--- config.mk ---
export PLATFORM = sky130hd
export DESIGN_NAME = if_fetch_stage_flat
export DESIGN_NICKNAME = d
export VERILOG_FILES = /design/src/rtl/rv_pkg.sv /design/src/rtl/if_fetch_stage_if.sv /design/src/rtl/fetch_fifo.sv /design/src/rtl/if_fetch_stage.sv /design/src/flat_wrapper.sv
export SDC_FILE = /design/constraint.sdc
export NUM_CORES = 1
export LEC_CHECK = 0
export ABC_AREA = 1
export BUFFER_PORTS_ARGS = -buffer_cell sky130_fd_sc_hd__buf_2
export CAP_MARGIN = 20
export CORE_MARGIN = 8
export CORE_UTILIZATION = 40
export CTS_CLUSTER_DIAMETER = 80
export DETAILED_ROUTE_END_ITERATION = 7
export GPL_TIMING_DRIVEN = 0
export PLACE_DENSITY = 0.62
export SLEW_MARGIN = 20
export SYNTH_ARGS = -nofsm -noshare
export SYNTH_HDL_FRONTEND = slang
export SYNTH_HIERARCHICAL = 1
export SYNTH_SLANG_ARGS = --single-unit
--- constraint.sdc ---
create_clock -name clk -period 3.5 [get_ports clk]
set_input_delay 0.35 -clock clk [delete_from_list [all_inputs] [get_ports clk]]
set_output_delay 0.35 -clock clk [all_outputs]
set_load 0.03 [all_outputs]
--- src/rtl/rv_pkg.sv ---
// Shared RV32 constants and types for the fetch stage and the decode control unit.
package rv_pkg;

    localparam int XLEN = 32;

    localparam logic [XLEN-1:0] NOP_INSTR        = 32'h0000_0013;
    localparam logic [XLEN-1:0] RESET_PC_DEFAULT = 32'h0000_0000;

    localparam logic [6:0] OP_R      = 7'b0110011;
    localparam logic [6:0] OP_LOAD   = 7'b0000011;
    localparam logic [6:0] OP_STORE  = 7'b0100011;
    localparam logic [6:0] OP_BRANCH = 7'b1100011;
    localparam logic [6:0] OP_JAL    = 7'b1101111;

    typedef struct packed {
        logic [XLEN-1:0] instr;
        logic [XLEN-1:0] pc;
    } fetch_entry_t;

endpackage

--- src/rtl/if_fetch_stage_if.sv ---
// Fetch-to-decode instruction handshake between IF (master) and ID (slave).
interface if_fetch_stage_if;
    import rv_pkg::*;

    // A transfer completes on every rising edge where out_valid && out_ready.
    // While out_valid is high and out_ready is low, the payload is held stable.
    logic            out_valid;
    logic            out_ready;
    logic [XLEN-1:0] out_instr;
    logic [XLEN-1:0] out_pc;
    logic [XLEN-1:0] out_pc_plus4;

    modport master (
        output out_valid, out_instr, out_pc, out_pc_plus4,
        input  out_ready
    );

    modport slave (
        input  out_valid, out_instr, out_pc, out_pc_plus4,
        output out_ready
    );

endinterface

--- src/rtl/fetch_fifo.sv ---
// DEPTH-entry {instr, pc} buffer with synchronous flush; flush overrides push and pop.
module fetch_fifo
    import rv_pkg::*;
#(
    parameter  int DEPTH = 2,
    localparam int AW    = $clog2(DEPTH)
) (
    input  logic         clk,
    input  logic         rst_n,
    input  logic         flush_i,
    input  logic         push_i,
    input  logic         pop_i,
    input  fetch_entry_t wdata_i,
    output fetch_entry_t rdata_o,
    output logic [AW:0]  count_o
);

    fetch_entry_t    mem_q [DEPTH];
    logic [AW-1:0]   rd_ptr_q, rd_ptr_d;
    logic [AW-1:0]   wr_ptr_q, wr_ptr_d;
    logic [AW:0]     count_q, count_d;
    logic            do_push, do_pop;

    always_comb begin
        do_push  = push_i & ~flush_i;
        do_pop   = pop_i & ~flush_i & (count_q != '0);
        rd_ptr_d = rd_ptr_q;
        wr_ptr_d = wr_ptr_q;
        count_d  = count_q;
        if (flush_i) begin
            rd_ptr_d = '0;
            wr_ptr_d = '0;
            count_d  = '0;
        end else begin
            // Pointers wrap naturally because DEPTH is a power of two.
            if (do_push) wr_ptr_d = wr_ptr_q + 1'b1;
            if (do_pop)  rd_ptr_d = rd_ptr_q + 1'b1;
            count_d = count_q + (AW+1)'(do_push) - (AW+1)'(do_pop);
        end
    end

    always_ff @(posedge clk or negedge rst_n) begin
        if (!rst_n) begin
            rd_ptr_q <= '0;
            wr_ptr_q <= '0;
            count_q  <= '0;
        end else begin
            rd_ptr_q <= rd_ptr_d;
            wr_ptr_q <= wr_ptr_d;
            count_q  <= count_d;
        end
    end

    always_ff @(posedge clk) begin
        if (do_push) mem_q[wr_ptr_q] <= wdata_i;
    end

    assign rdata_o = mem_q[rd_ptr_q];
    assign count_o = count_q;

    push_when_full_a: assert property (@(posedge clk) disable iff (!rst_n)
        !(do_push && !do_pop && count_q == (AW+1)'(DEPTH)));

endmodule

--- src/rtl/if_fetch_stage.sv ---
// RV32 instruction-fetch stage: PC, 1-cycle imem requests, credit-limited buffer, EX redirects.
// Optional FETCH_PERF_CNT_EN adds perf_fetched / perf_bubbles counters.
module if_fetch_stage
    import rv_pkg::*;
#(
    parameter logic [XLEN-1:0] RESET_PC = RESET_PC_DEFAULT,
    parameter int              DEPTH    = 2
) (
    input  logic                clk,
    input  logic                rst_n,
    output logic                imem_req,
    output logic [XLEN-1:0]     imem_addr,
    input  logic [XLEN-1:0]     imem_rdata,
    input  logic                redirect_valid,
    input  logic [XLEN-1:0]     redirect_pc,
    if_fetch_stage_if.master    id_if
`ifdef FETCH_PERF_CNT_EN
    ,
    output logic [31:0]         perf_fetched,
    output logic [31:0]         perf_bubbles
`endif
);

    localparam int AW = $clog2(DEPTH);

    logic [XLEN-1:0] fetch_pc_q, fetch_pc_d;
    logic [XLEN-1:0] inflight_pc_q, inflight_pc_d;
    logic            inflight_q, inflight_d;
    logic [AW:0]     count;
    logic [AW+1:0]   occ_after_pop;
    logic            out_valid, pop;
    fetch_entry_t    head, push_entry;
    logic            unused_redirect_lsb;

    assign out_valid     = (count != '0);
    assign pop           = out_valid & id_if.out_ready;
    // Credit check: a new request is allowed only if its response is sure to find a free slot.
    assign occ_after_pop = (AW+2)'(count) + (AW+2)'(inflight_q) - (AW+2)'(pop);
    assign imem_req      = rst_n & ~redirect_valid & (occ_after_pop < (AW+2)'(DEPTH));
    assign imem_addr     = fetch_pc_q;
    assign unused_redirect_lsb = ^redirect_pc[1:0];

    always_comb begin
        fetch_pc_d    = fetch_pc_q;
        inflight_pc_d = inflight_pc_q;
        inflight_d    = imem_req;
        if (redirect_valid) begin
            fetch_pc_d = {redirect_pc[XLEN-1:2], 2'b00};
        end else if (imem_req) begin
            fetch_pc_d    = fetch_pc_q + 32'd4;
            inflight_pc_d = fetch_pc_q;
        end
    end

    always_ff @(posedge clk or negedge rst_n) begin
        if (!rst_n) begin
            fetch_pc_q    <= RESET_PC;
            inflight_pc_q <= '0;
            inflight_q    <= 1'b0;
        end else begin
            fetch_pc_q    <= fetch_pc_d;
            inflight_pc_q <= inflight_pc_d;
            inflight_q    <= inflight_d;
        end
    end

    // A response landing in a redirect cycle is discarded by the flush.
    assign push_entry = '{instr: imem_rdata, pc: inflight_pc_q};

    fetch_fifo #(.DEPTH(DEPTH)) u_fifo (
        .clk     (clk),
        .rst_n   (rst_n),
        .flush_i (redirect_valid),
        .push_i  (inflight_q),
        .pop_i   (pop),
        .wdata_i (push_entry),
        .rdata_o (head),
        .count_o (count)
    );

    assign id_if.out_valid    = out_valid;
    assign id_if.out_instr    = out_valid ? head.instr : NOP_INSTR;
    assign id_if.out_pc       = out_valid ? head.pc : '0;
    assign id_if.out_pc_plus4 = id_if.out_pc + 32'd4;

`ifdef FETCH_PERF_CNT_EN
    logic [31:0] perf_fetched_q, perf_bubbles_q;

    always_ff @(posedge clk or negedge rst_n) begin
        if (!rst_n) begin
            perf_fetched_q <= '0;
            perf_bubbles_q <= '0;
        end else begin
            if (pop)        perf_fetched_q <= perf_fetched_q + 32'd1;
            if (!out_valid) perf_bubbles_q <= perf_bubbles_q + 32'd1;
        end
    end

    assign perf_fetched = perf_fetched_q;
    assign perf_bubbles = perf_bubbles_q;
`endif

endmodule
--- src/flat_wrapper.sv ---
// flat-port wrapper written by rule: the top's interface ports become plain ports
module if_fetch_stage_flat import rv_pkg::*;
#(
    parameter logic [XLEN-1:0] RESET_PC = RESET_PC_DEFAULT,
    parameter int              DEPTH    = 2
)
  (clk, rst_n, imem_req, imem_addr, imem_rdata, redirect_valid, redirect_pc, id_if_out_valid, id_if_out_instr, id_if_out_pc, id_if_out_pc_plus4, id_if_out_ready);
  if_fetch_stage_if id_if_i ();
  input  logic clk;
  input  logic rst_n;
  output logic imem_req;
  output logic [XLEN-1:0] imem_addr;
  input  logic [XLEN-1:0] imem_rdata;
  input  logic redirect_valid;
  input  logic [XLEN-1:0] redirect_pc;
  output wire logic [$bits(id_if_i.out_valid)-1:0] id_if_out_valid;
  output wire logic [$bits(id_if_i.out_instr)-1:0] id_if_out_instr;
  output wire logic [$bits(id_if_i.out_pc)-1:0] id_if_out_pc;
  output wire logic [$bits(id_if_i.out_pc_plus4)-1:0] id_if_out_pc_plus4;
  input wire logic [$bits(id_if_i.out_ready)-1:0] id_if_out_ready;
  assign id_if_out_valid = id_if_i.out_valid;
  assign id_if_out_instr = id_if_i.out_instr;
  assign id_if_out_pc = id_if_i.out_pc;
  assign id_if_out_pc_plus4 = id_if_i.out_pc_plus4;
  assign id_if_i.out_ready = id_if_out_ready;
  if_fetch_stage #(.RESET_PC(RESET_PC), .DEPTH(DEPTH)) u_core (.clk(clk), .rst_n(rst_n), .imem_req(imem_req), .imem_addr(imem_addr), .imem_rdata(imem_rdata), .redirect_valid(redirect_valid), .redirect_pc(redirect_pc), .id_if(id_if_i));
endmodule
======== Word level (Yosys, flattened, before mapping) ========
Memories as Yosys holds them, arrays and structs flattened.
Index checks and enable logic that the tools add are counted.
Widths: inputs -> output; s select.
cells by class
  add/subtract/negate cells ............... 8
  $lt $le $gt $ge ......................... 1
  muxes and demuxes ....................... 11
  bitwise logic cells ..................... 7
  reduce and logical (&&, ||, !) cells .... 5
operators with widths
  operator               number
  $mux 32                4
  $add 32x3->32 const B  2
  $reduce_bool 2->1      4
  $and 1x1->1            6
  $mux 1                 6
  $add 2x1->3            1
  $lt 3x2->1 const B     1
  $sub 3x1->3            1
  $add 1x1->1 const B    2
  $add 2x1->2            1
  $mux 2                 1
  $reduce_and 2->1       1
  $sub 2x1->2            1
  $not 1->1              1
word-level totals
  flip-flop bits (word level) ............. 69
  memory bits (writable) .................. 128
  input port bits ......................... 68
  output and inout bits ................... 130
  logic and storage cells ................. 39
  memories ................................ 1
memory list
  name                 depth  bits a word  rd ports  clocked after memory_dff  write ports  RTL line          RTL
  u_core.u_fifo.mem_q  2      64           1         0                         1            fetch_fifo.sv:18  fetch_entry_t mem_q [DEPTH];

======== Longest topological paths before layout ========
Gate-level depths: netlist (run 1).
  word-level depth ........................ 7
  gate-level depth with buffers ........... 17
  mapped depth without buffers ............ 14

======== Cells and area by module ========
Netlist (run 1), hierarchy kept.
modules (own cells, without submodules)
  module          times used  cells an instance  area each (µm²)  sequential area each (µm²)
  if_fetch_stage  1           794                4992.3           1526.5
  fetch_fifo      1           366                4889.7           3943.8

======== Worst setup path before layout (run 1) ========
OpenSTA, ideal clock, no wires.
  path type ............................... input port to flip-flop
  start point ............................. in redirect_valid
  end point ............................... mem u_core/u_fifo/mem_q[0][0] (netlist bit) (enable)
  library setup time ...................... 0.487 ns
  arrival ................................. 3.217 ns
  data required time ...................... 3.013 ns
  slack ................................... -0.204 ns
  stages on the path ...................... 3
  path buffers ............................ 0
  path through ............................ inv_1 nand2_2 nor2_1
between the ends
  word-level cells in the longest chain between the ends .. 4
RTL lines
  element                       RTL line            RTL
  from (decl)                   flat_wrapper.sv:14  input logic redirect_valid;
  $not 1->1 (no line)           -
  $and 1x1->1                   fetch_fifo.sv:25    do_push = push_i & ~flush_i;
  $mux 1                        fetch_fifo.sv:55    if (do_push) mem_q[wr_ptr_q] <= wdata_i;
  $mux 1 (not written as such)  fetch_fifo.sv:55
  to (decl)                     fetch_fifo.sv:18
Every way passes these cells.

======== Worst setup path after layout (run 1) ========
  start point ............................. reg u_core.u_fifo.count_q[1] (netlist: u_core/u_fifo/count_o[1])
  end point ............................... out imem_req
between the ends
  word-level cells in the longest chain between the ends .. 5
  elaborated cells between the ends (all ways) .. 6
  classes of those cells .................. add/sub: 2; order compare: 1; bitwise: 2; reduce/logical: 1
RTL lines
  element                 RTL line              RTL
  from (decl)             fetch_fifo.sv:21      logic [AW:0] count_q, count_d;
  from (signal assigned)  fetch_fifo.sv:50      count_q <= count_d;
  $reduce_bool 2->1       if_fetch_stage.sv:35  assign out_valid = (count != '0);
  $and 1x1->1             if_fetch_stage.sv:36  assign pop = out_valid & id_if.out_ready;
  net u_core.pop          if_fetch_stage.sv:31  logic out_valid, pop;
  $sub 3x1->3             if_fetch_stage.sv:38  assign occ_after_pop = (AW+2)'(count) + (AW+2)'(inflight_q) - (AW+2)'(pop);
  $lt 3x2->1              if_fetch_stage.sv:39  assign imem_req = rst_n & ~redirect_valid & (occ_after_pop < (AW+2)'(DEPTH));
  $and 1x1->1             if_fetch_stage.sv:39
  to (decl)               flat_wrapper.sv:11    output logic imem_req;
The timed path passes the listed nets, and every way through them passes these cells.

==> flow_summary_export.csv, run 1 <==
group,metric,value,unit
outcome,status,"complete, no violations",
logic_synthesis,synthXorXnorAreaFrac,0.0168,
floorplanning,die_height,173,um
logic_synthesis,synthDistinctLibCells,35,
power_and_ir_drop,p_int,3960,uW
power_and_ir_drop,power.density,476,nW/um2
logic_synthesis,synth_compound_area_frac,0.0324,
logic_synthesis,synthSimpleGateAreaFrac,0.310,
layout,drive_gt1_frac,0.237,
logic_synthesis,async_flop_share,0.337,
timing,slew_headroom,0.478,
logic_synthesis,yosysSeqAreaShare,0.554,
logic_synthesis,synthAdderAreaFrac,0.00836,
power_and_ir_drop,switching_share,0.315,
layout,layout.cells.non_filler,1726,
timing,setup_violations,0,
drt,dr.first_iter.drc_count,516,
drt,antenna_left,0,
power_and_ir_drop,leakage,0.00582,uW
logic_synthesis,synth-edff-count,128,
layout,diodes,0,
clock_network,cts_buffers,17,
placement,dp_cells,1687,
worst_setup_path,critPathMaxFanout,11,
timing,fin_skew,0.0179,ns
power_and_ir_drop,p_clk_frac,0.335,
timing,finalMaxSlewViolations,0,
clock_network,clock_latency,0.43,ns
layout,area_delta_synth_final,22.9,%
floorplanning,initial_core_util,0.406,
clock_network,cts_max_level,4,
clock_network,cts-root-buf,"clkbuf_16",
worst_hold_path,hold_path.class,"primary input to flop",
timing,finalHoldViolCount,0,
placement,place_congestion,0.929,
drt,vias,8186,
placement,pre_cts_ws,-0.693,ns
worst_setup_path,worst_setup_path_start_kind,"flop",
grt,grt_max_degree,51,
drt,via_per_inst,4.74,
logic_synthesis,synth.area.mux_share,0,
clock_network,clk_pin_slew_worst_paths,0.09,ns
timing,max_slew.worst_pin.slew,0.782,ns
placement,dp_hpwl,20600,um
worst_setup_path,critical_path.max_stage_delay,0.49,ns
placement,portBuffers,193,
timing,min_period,3.30,ns
worst_setup_path,end_kind,"primary output",
worst_setup_path,path_cells,"nor2_4 > buf_12 > buf_6 > nor2_2 > ha_1 > inv_1 > nand2_1 > fa_1 > nand2_1 > nor2_1 > nand2_2 > inv_2 > buf_6 > buf_4",
timing,fin_ws,0.200,ns
worst_setup_path,cp.arrival,2.95,ns
worst_setup_path,crit_buf_inv,6,
drt,avgRoutedWirePerCell,15.5,um
layout,layout_common_cells,"nand2_1 (413), buf_2 (208), nor2_1 (137)",
worst_setup_path,criticalPathCategory,"flop to primary output",
logic_synthesis,ys_ff_latch,193,
grt,antenna_found_initial,0,
layout,fillers,2355,
power_and_ir_drop,p_sw,1820,uW
logic_synthesis,synth_top_family_by_area,"simple AND/OR/NAND/NOR gates",
timing,holdWs,0.103,ns
layout,final_common_cell,"nand2_1",
job,maxCapViolCount,0,
logic_synthesis,ys_warn_count,6,
placement,placed_area,11400,um2
layout,final_core_util,0.499,
floorplanning,die_w,173,um
grt,grt_pass1_vias,8054,
power_and_ir_drop,ir_drop,0.000254,V
clock_network,clkSinkCount,193,
clock_network,cts_buffer_depth,2,
drt,detail_route.first_pass.iterations,7,
layout,nets,1463,
worst_setup_path,crit_path_top_delay_cell,"fa_1",
clock_network,cts_tree,"yes",
timing,fmax,303,MHz
drt,wl,26700,um
logic_synthesis,syn-mean-instance-area,8.52,um2
floorplanning,fp.coreArea,24300,um2
drt,drc,0,
floorplanning,ios,198,
grt,grt_pass1_wl,42900,um
logic_synthesis,synthesis.area,9880,um2
worst_setup_path,path_delay_family,"buffers and inverters",
power_and_ir_drop,power_frac_comb,0.171,
floorplanning,dieArea,30000,um2
logic_synthesis,synthCells,1160,
power_and_ir_drop,power.share.sequential,0.494,
grt,grt.total_usage,0.177,
grt,grt-ovfl-total,0,
worst_setup_path,critPathRequiredTime,3.15,ns
timing,rsz0062_at_grt,"no",
logic_synthesis,synth_ff_type,"edfxtp_1",
floorplanning,num_rows,57,
layout,stdcell_area,12100,um2
timing,period_share,0.943,
[path summary, 6_finish.rpt]
| path | start | endpoint | slack [ns] | depth (start not counted) |
|---|---|---|---|---|
| setup / recovery | u_core/u_fifo/count_o[1]$_DFF_PN0_ | imem_req | 0.20 | 14 |
| hold reg to reg | u_core/inflight_pc_q[3]$_DFFE_PN0P_ | u_core/u_fifo/mem_q[1][3]$_DFFE_PP_ | 0.48 | 0 |
| setup reg to reg | u_core/u_fifo/count_o[1]$_DFF_PN0_ | u_core/imem_addr[27]$_DFFE_PN0P_ | 0.53 | 15 |
| hold / removal | imem_rdata[15] | u_core/u_fifo/mem_q[1][47]$_DFFE_PP_ | 0.10 | 1 |
| max in group asynchronous | rst_n | u_core/u_fifo/count_o[0]$_DFF_PN0_ | 2.61 | 3 |
| min in group asynchronous | rst_n | u_core/imem_addr[21]$_DFFE_PN0P_ | 0.33 | 2 |
[what timing repair did]
item | in CTS | in global routing
pin swaps | 2 | 0
buffers inserted | 4 | 3
gates resized for setup | 13 | 4
hold buffers | 1 | 0
endpoints found under the hold margin | 16 | 0
endpoints found under the setup margin | 72 | 5
[registers in the layout, summed over array words and instances (netlist names)]
signal and cells:
u_core/u_fifo/mem_q 128, u_core/imem_addr 30, u_core/inflight_pc_q 30, u_core/u_fifo/count_o 2
u_core/inflight_q 1, u_core/u_fifo/rd_ptr_q 1, u_core/u_fifo/wr_ptr_q 1
[metal layers]
layer	vias up	track usage	share of wire
met5	-	0	0
met4	0	0.0517	0.017
met3	32	0.0423	0.063
met2	266	0.286	0.47
met1	3759	0.233	0.45
li1	4129	-	-
[cells in the mapped netlist (4+ instances only)]
library cell | number | area (um2)
nand2_1 | 415 | 1560
nor2_1 | 140 | 526
inv_1 | 136 | 510
edfxtp_1 | 128 | 3840
nand3_1 | 75 | 375
dfrtp_1 | 65 | 1630
o21ai_0 | 44 | 220
buf_2 | 21 | 105
xor2_1 | 16 | 140
buf_4 | 13 | 97.6
nor2_2 | 13 | 81.3
nand2_2 | 9 | 56.3
nand3b_1 | 9 | 67.6
nor2_4 | 9 | 101
nand4_1 | 8 | 50.1
clkbuf_1 | 6 | 22.5
nor3_1 | 6 | 30.0
o211ai_1 | 6 | 45.0
ha_1 | 5 | 62.6
nand3_2 | 5 | 50.1
nand3_4 | 4 | 70.1
[final cells by class]
type | instances | area, um2 | area share
buffer | 41 | 279 | 0.0230
tap | 324 | 405 | 0.0334
multi-input combinational | 791 | 3680 | 0.303
sequential | 193 | 5470 | 0.451
clock buffer | 17 | 425 | 0.0350
timing repair buffer | 206 | 1170 | 0.0962
clock inverter | 15 | 189 | 0.0156
inverter | 139 | 522 | 0.0430
[metrics by stage]
stage          setup TNS (ns)  total power [uW]
3_5_place_dp           -24.15              3880
2_1_floorplan               0              3490
6_report                    0              5780
4_1_cts                     0              5830
5_1_grt                     0              6050
3_3_place_gp           -60.10              3850
[power groups by stage]
stage	logic [uW]	registers (uW)	clock network, uW
finish	988	2860	1940
global placement	951	2900	0
detailed placement	978	2900	0
floorplan	548	2950	0
CTS	992	2860	1990
global route	1090	2890	2080
[cell families after synthesis]
logic type      count (synthesis)
other cells                     1
simple gates                  702
xor+xnor                       19
compound gates                 58
flops                         193
buf+inv                       181
fa+ha+maj                       6
(Power assumes the default switching activity.)
==> inputs of run 2 (changes only) <==
--- a/config.mk
+++ b/config.mk
@@ -13,7 +13,7 @@
 export CTS_CLUSTER_DIAMETER = 80
 export DETAILED_ROUTE_END_ITERATION = 7
 export GPL_TIMING_DRIVEN = 0
-export PLACE_DENSITY = 0.62
+export PLACE_DENSITY = 0.72
 export SLEW_MARGIN = 20
 export SYNTH_ARGS = -nofsm -noshare
 export SYNTH_HDL_FRONTEND = slang
==> flow_summary_export.csv, run 2 (synthesized netlist as in run 1, its figures left out) <==
group,metric,value,unit
grt,grt.total_usage,0.181,
worst_hold_path,min_to,"u_core/u_fifo/mem_q[0][51]$_DFFE_PP_",
power_and_ir_drop,power.total,5760,uW
timing,min_period,3.33,ns
worst_setup_path,worst_r2r_path_depth,15,
worst_setup_path,cp-startpoint,"u_core/u_fifo/count_o[1]$_DFF_PN0_",
drt,dr.first_iter.drc_count,640,
grt,grt_pass1_vias,8276,
layout,stdcell_area,12100,um2
clock_network,cts_buffers,17,
worst_hold_path,hold_path.class,"primary input to flop",
timing,finalMaxSlewViolations,0,
placement,place_congestion,0.935,
drt,wl_met3,1710,um
grt,antenna_found_initial,1,
floorplanning,die_height,173,um
floorplanning,die_w,173,um
timing,rsz0062_at_grt,"no",
worst_setup_path,critPathMaxFanout,11,
worst_setup_path,path_delay_family,"buffers and inverters",
power_and_ir_drop,ir_drop,0.000377,V
drt,drc,0,
drt,wl,27500,um
placement,dp_hpwl,21100,um
layout,layout.cells.non_filler,1726,
worst_setup_path,crit_path_top_delay_cell,"fa_1",
layout,nets,1462,
timing,holdWs,0.106,ns
layout,layout_common_cells,"nand2_1 (414), buf_2 (207), nor2_1 (136)",
timing,max_slew.worst_pin.slew,0.580,ns
timing,fmax,301,MHz
layout,drive_gt1_frac,0.235,
worst_setup_path,critPathRequiredTime,3.15,ns
worst_setup_path,worst-r2r-setup-slack,0.45,ns
worst_setup_path,criticalPathCategory,"flop to primary output",
clock_network,clock_latency,0.43,ns
floorplanning,initial_core_util,0.406,
clock_network,cts_tree,"yes",
job,maxCapViolCount,0,
drt,avgRoutedWirePerCell,15.9,um
worst_hold_path,worstHoldStart,"imem_rdata[19]",
grt,grt-ovfl-total,0,
layout,final_core_util,0.498,
placement,dp_cells,1688,
clock_network,cts-root-buf,"clkbuf_16",
floorplanning,ios,198,
drt,vias,8328,
worst_setup_path,path_cells,"nor2_4 > buf_12 > buf_6 > nor2_2 > ha_1 > inv_1 > nand2_1 > fa_1 > nand2_1 > nor2_2 > nand2_2 > inv_4 > buf_8 > buf_4",
drt,antenna_left,0,
layout,regMostFlops,"u_core/u_fifo/mem_q",
drt,via_per_inst,4.83,
timing,finalHoldViolCount,0,
layout,seq_area,5470,um2
worst_setup_path,worst_setup_path_start_kind,"flop",
layout,fillers,2359,
worst_setup_path,crit_buf_inv,6,
drt,detail_route.first_pass.iterations,7,
placement,placed_area,11400,um2
layout,multi_input_area,3680,um2
timing,period_share,0.950,
placement,portBuffers,193,
timing,fin_skew,0.0123,ns
layout,area_delta_synth_final,22.7,%
clock_network,clk_pin_slew_worst_paths,0.07,ns
grt,grt_max_degree,50,
drt,drt-met1-wl,12100,um
worst_setup_path,reg2reg_from,"u_core/u_fifo/count_o[1]$_DFF_PN0_",
power_and_ir_drop,leakage,0.00580,uW
timing,slew_headroom,0.612,
layout,largest_register_ffs,128,
worst_setup_path,critical_path.max_stage_delay,0.49,ns
floorplanning,fp.coreArea,24300,um2
timing,setup_violations,0,
floorplanning,dieArea,30000,um2
worst_setup_path,cp.arrival,2.98,ns
clock_network,cts_buffer_depth,2,
outcome,status,"complete, no violations",
worst_setup_path,r2r-end,"u_core/imem_addr[27]$_DFFE_PN0P_",
layout,final_common_cell,"nand2_1",
drt,dr.max_layer_used,"met4",
worst_hold_path,min_path_cells,1,
clock_network,cts_max_level,4,
drt,wl_met2,13300,um
power_and_ir_drop,power.density,476,nW/um2
grt,grt_pass1_wl,43800,um
floorplanning,num_rows,57,
worst_setup_path,end_kind,"primary output",
clock_network,clkSinkCount,193,
## run 2: where the power goes
part | total [uW] | switching [uW] | leakage (uW) | internal [uW]
Sequential | 2870 | 182 | 0.00196 | 2690
Clock | 1890 | 888 | 0.000271 | 1010
Combinational | 1000 | 708 | 0.00357 | 296
Total | 5760 | 1780 | 0.00580 | 3990
## run 2: final cells by class
type                            count  share of cell area
Multi-Input combinational cell    791               0.304
Buffer                             40              0.0229
Inverter                          139              0.0432
Tap cell                          324              0.0334
Timing Repair Buffer              206              0.0974
Sequential cell                   193               0.451
Antenna cell                        1            0.000206
Clock inverter                     15              0.0126
Clock buffer                       17              0.0351
## run 2: worst max-delay path by stage
stage               cells after the start  slack, ns                     end
floorplan                              10       0.34  id_if_out_pc_plus4[14]
global placement                       15      -0.59                imem_req
detailed placement                     15      -0.64                imem_req
CTS                                    14      0.002                imem_req
global route                           14       0.01  id_if_out_pc_plus4[29]
finish                                 14       0.17                imem_req
## run 2: timing repair
item                       in CTS  in global routing
hold buffers                    1                  0
hold endpoints to repair       17                  0
buffers inserted                4                  2
pin swaps                       2                  0
setup endpoints to repair      70                  2
gates resized for setup        12                  6
## run 2: per-layer routing
layer  vias up  GRT usage
li1       4123          -
met1      3884      0.231
met2       283      0.298
met3        38     0.0407
met4         0     0.0604
met5         -          0
## run 2: per-stage QoR
step | TNS, ns | setup slack [ns]
2_1_floorplan | 0 | 0.339
3_3_place_gp | -42.93 | -0.594
3_5_place_dp | -19.07 | -0.635
4_1_cts | 0 | 0.00236
5_1_grt | 0 | 0.0148
6_report | 0 | 0.175
==> inputs of run 3 (changes only) <==
--- a/config.mk
+++ b/config.mk
@@ -6,14 +6,14 @@
 export NUM_CORES = 1
 export LEC_CHECK = 0
 export ABC_AREA = 1
-export BUFFER_PORTS_ARGS = -buffer_cell sky130_fd_sc_hd__buf_2
 export CAP_MARGIN = 20
 export CORE_MARGIN = 8
 export CORE_UTILIZATION = 40
 export CTS_CLUSTER_DIAMETER = 80
 export DETAILED_ROUTE_END_ITERATION = 7
+export DONT_BUFFER_PORTS = 1
 export GPL_TIMING_DRIVEN = 0
-export PLACE_DENSITY = 0.72
+export PLACE_DENSITY = 0.65
 export SLEW_MARGIN = 20
 export SYNTH_ARGS = -nofsm -noshare
 export SYNTH_HDL_FRONTEND = slang
==> constraint.sdc (replaced) <==
create_clock -name clk -period 3.5 [get_ports clk]
set_input_delay 0.35 -clock clk [delete_from_list [all_inputs] [get_ports clk]]
set_output_delay 0.35 -clock clk [all_outputs]
set_load 0.01 [all_outputs]
==> flow_summary_export.csv, run 3 (synthesized netlist as in run 1, its figures left out) <==
group,metric,value,unit
job,maxCapViolCount,0,
worst_hold_path,min_to,"u_core/imem_addr[8]$_DFFE_PN0P_",
drt,wl,26300,um
timing,fmax,299,MHz
worst_setup_path,reg2reg_from,"u_core/u_fifo/count_o[1]$_DFF_PN0_",
layout,regMostFlops,"u_core/u_fifo/mem_q",
worst_setup_path,worst-r2r-setup-slack,0.30,ns
worst_setup_path,critical_path.max_stage_delay,0.48,ns
worst_setup_path,criticalPathCategory,"flop to primary output",
placement,dp_hpwl,20000,um
layout,layout_common_cells,"nand2_1 (415), nor2_1 (136), inv_1 (134)",
grt,grt-ovfl-total,0,
timing,period_share,0.956,
worst_setup_path,crit_path_top_delay_cell,"dfrtp_2",
drt,via_per_inst,4.87,
clock_network,cts-root-buf,"clkbuf_16",
grt,grt_pass1_wl,41600,um
power_and_ir_drop,ir_drop,0.000299,V
layout,nets,1300,
drt,vias,7611,
worst_setup_path,end_kind,"primary output",
timing,setup_violations,0,
placement,placed_area,10400,um2
clock_network,clkSinkCount,193,
layout,final_common_cell,"nand2_1",
drt,antenna_left,0,
floorplanning,num_rows,57,
placement,dp_cells,1493,
grt,grt_max_degree,66,
layout,stdcell_area,11500,um2
worst_setup_path,critPathRequiredTime,3.15,ns
layout,largest_register_ffs,128,
clock_network,cts_max_level,4,
power_and_ir_drop,power_frac_comb,0.122,
worst_setup_path,critPathMaxFanout,19,
timing,rsz0062_at_grt,"no",
worst_hold_path,min_path_cells,2,
power_and_ir_drop,p_int,3990,uW
worst_setup_path,r2r-end,"u_core/imem_addr[27]$_DFFE_PN0P_",
power_and_ir_drop,power.total,5580,uW
timing,max_slew.worst_pin.slew,0.618,ns
drt,detail_route.first_pass.iterations,5,
layout,drive_gt1_frac,0.108,
clock_network,cts_tree,"yes",
placement,portBuffers,0,
layout,area_delta_synth_final,16.0,%
worst_hold_path,worstHoldStart,"redirect_pc[8]",
power_and_ir_drop,switching_share,0.284,
floorplanning,fp.coreArea,24300,um2
placement,place_congestion,0.925,
worst_hold_path,hold_path.class,"primary input to flop",
layout,diodes,0,
timing,min_period,3.35,ns
floorplanning,dieArea,30000,um2
floorplanning,initial_core_util,0.406,
power_and_ir_drop,power.share.sequential,0.520,
timing,slew_headroom,0.587,
worst_setup_path,worst_r2r_path_depth,15,
worst_setup_path,crit_buf_inv,5,
layout,final_core_util,0.471,
layout,layout.cells.non_filler,1563,
power_and_ir_drop,p_sw,1580,uW
timing,finalMaxSlewViolations,0,
grt,antenna_found_initial,0,
grt,grt_pass1_vias,7401,
worst_setup_path,cpMostUsedCell,"nand2_1",
floorplanning,ios,198,
timing,fin_skew,0.0102,ns
drt,dr.first_iter.drc_count,465,
floorplanning,die_height,173,um
power_and_ir_drop,leakage,0.00504,uW
worst_setup_path,worst_setup_path_start_kind,"flop",
worst_setup_path,cp.arrival,3.00,ns
clock_network,cts_buffers,17,
drt,drc,0,
power_and_ir_drop,power.density,486,nW/um2
worst_setup_path,path_cells,"nor2_4 > buf_12 > buf_4 > nor2_2 > ha_1 > inv_1 > nand2_1 > fa_1 > nand2_1 > nor2_1 > nand2_1 > inv_2 > buf_8",
timing,setup-tns-final,0,ns
power_and_ir_drop,p_clk_frac,0.358,
grt,grt.total_usage,0.174,
floorplanning,die_w,173,um
outcome,status,"complete, no violations",
timing,finalHoldViolCount,0,
worst_setup_path,path_delay_family,"adder cells",
clock_network,clock_latency,0.43,ns
clock_network,clk_pin_slew_worst_paths,0.08,ns
drt,avgRoutedWirePerCell,16.8,um
clock_network,cts_buffer_depth,2,
worst_setup_path,cp-startpoint,"u_core/u_fifo/count_o[1]$_DFF_PN0_",
[run 3: layout make-up]
class | count | area [um2]
fill | 2306 | 12900
sequential | 193 | 5470
multi-input combinational | 791 | 3680
inverter | 139 | 522
timing repair buffer | 43 | 498
clock buffer | 17 | 425
tap | 324 | 405
buffer | 41 | 279
clock inverter | 15 | 186
[run 3: repair_timing]
action | 4_1_cts | 5_1_grt
hold buffers | 35 | 0
resized for setup | 8 | 6
cloned | 0 | 0
pin swaps | 2 | 0
setup endpoints to repair | 72 | 6
setup buffers | 4 | 0
hold endpoints to repair | 130 | 0
[run 3: worst reg2reg max path, stage by stage, from the launching register on]
cell and delay, ns:
dfrtp_2 0.48, nor2_4 0.18, buf_12 0.18, buf_4 0.19
nor2_2 0.08, ha_1 0.27, inv_1 0.05, nand2_1 0.05
fa_1 0.48, nand2_1 0.07, nor2_1 0.08, nand2_1 0.14
nand2_2 0.24, buf_2 0.32, o21ai_0 0.11, nand3b_1 0.16
[run 3: power groups by stage]
stage / Clock, uW / Combinational [uW] / Sequential (uW)
2_1_floorplan: 0 / 455 / 2870
3_3_place_gp: 0 / 594 / 2940
3_5_place_dp: 0 / 618 / 2950
4_1_cts: 2040 / 681 / 2900
5_1_grt: 2120 / 768 / 2930
6_report: 2000 / 680 / 2900
[run 3: per-layer routing]
metal,GRT usage,up-vias,share of wire
met5,0,-,0
met4,0.0410,0,0.010
met3,0.0529,22,0.080
met2,0.283,243,0.47
met1,0.225,3557,0.44
li1,-,3789,-
[run 3: worst max path at each step]
stage,endpoint,slack [ns],depth (start not counted)
floorplan,imem_req,0.41,14
global route,imem_req,0.004,13
detailed placement,u_core/imem_addr[27]$_DFFE_PN0P_,-0.53,16
finish,imem_req,0.15,13
global placement,u_core/imem_addr[27]$_DFFE_PN0P_,-0.48,16
CTS,imem_req,0.02,13
[run 3: metrics by stage]
stage	setup slack [ns]	hold slack [ns]
2_1_floorplan	0.411	0.0544
3_3_place_gp	-0.479	0.0572
3_5_place_dp	-0.530	0.0568
4_1_cts	0.0157	0.0108
5_1_grt	0.00383	0.0244
6_report	0.153	0.0292
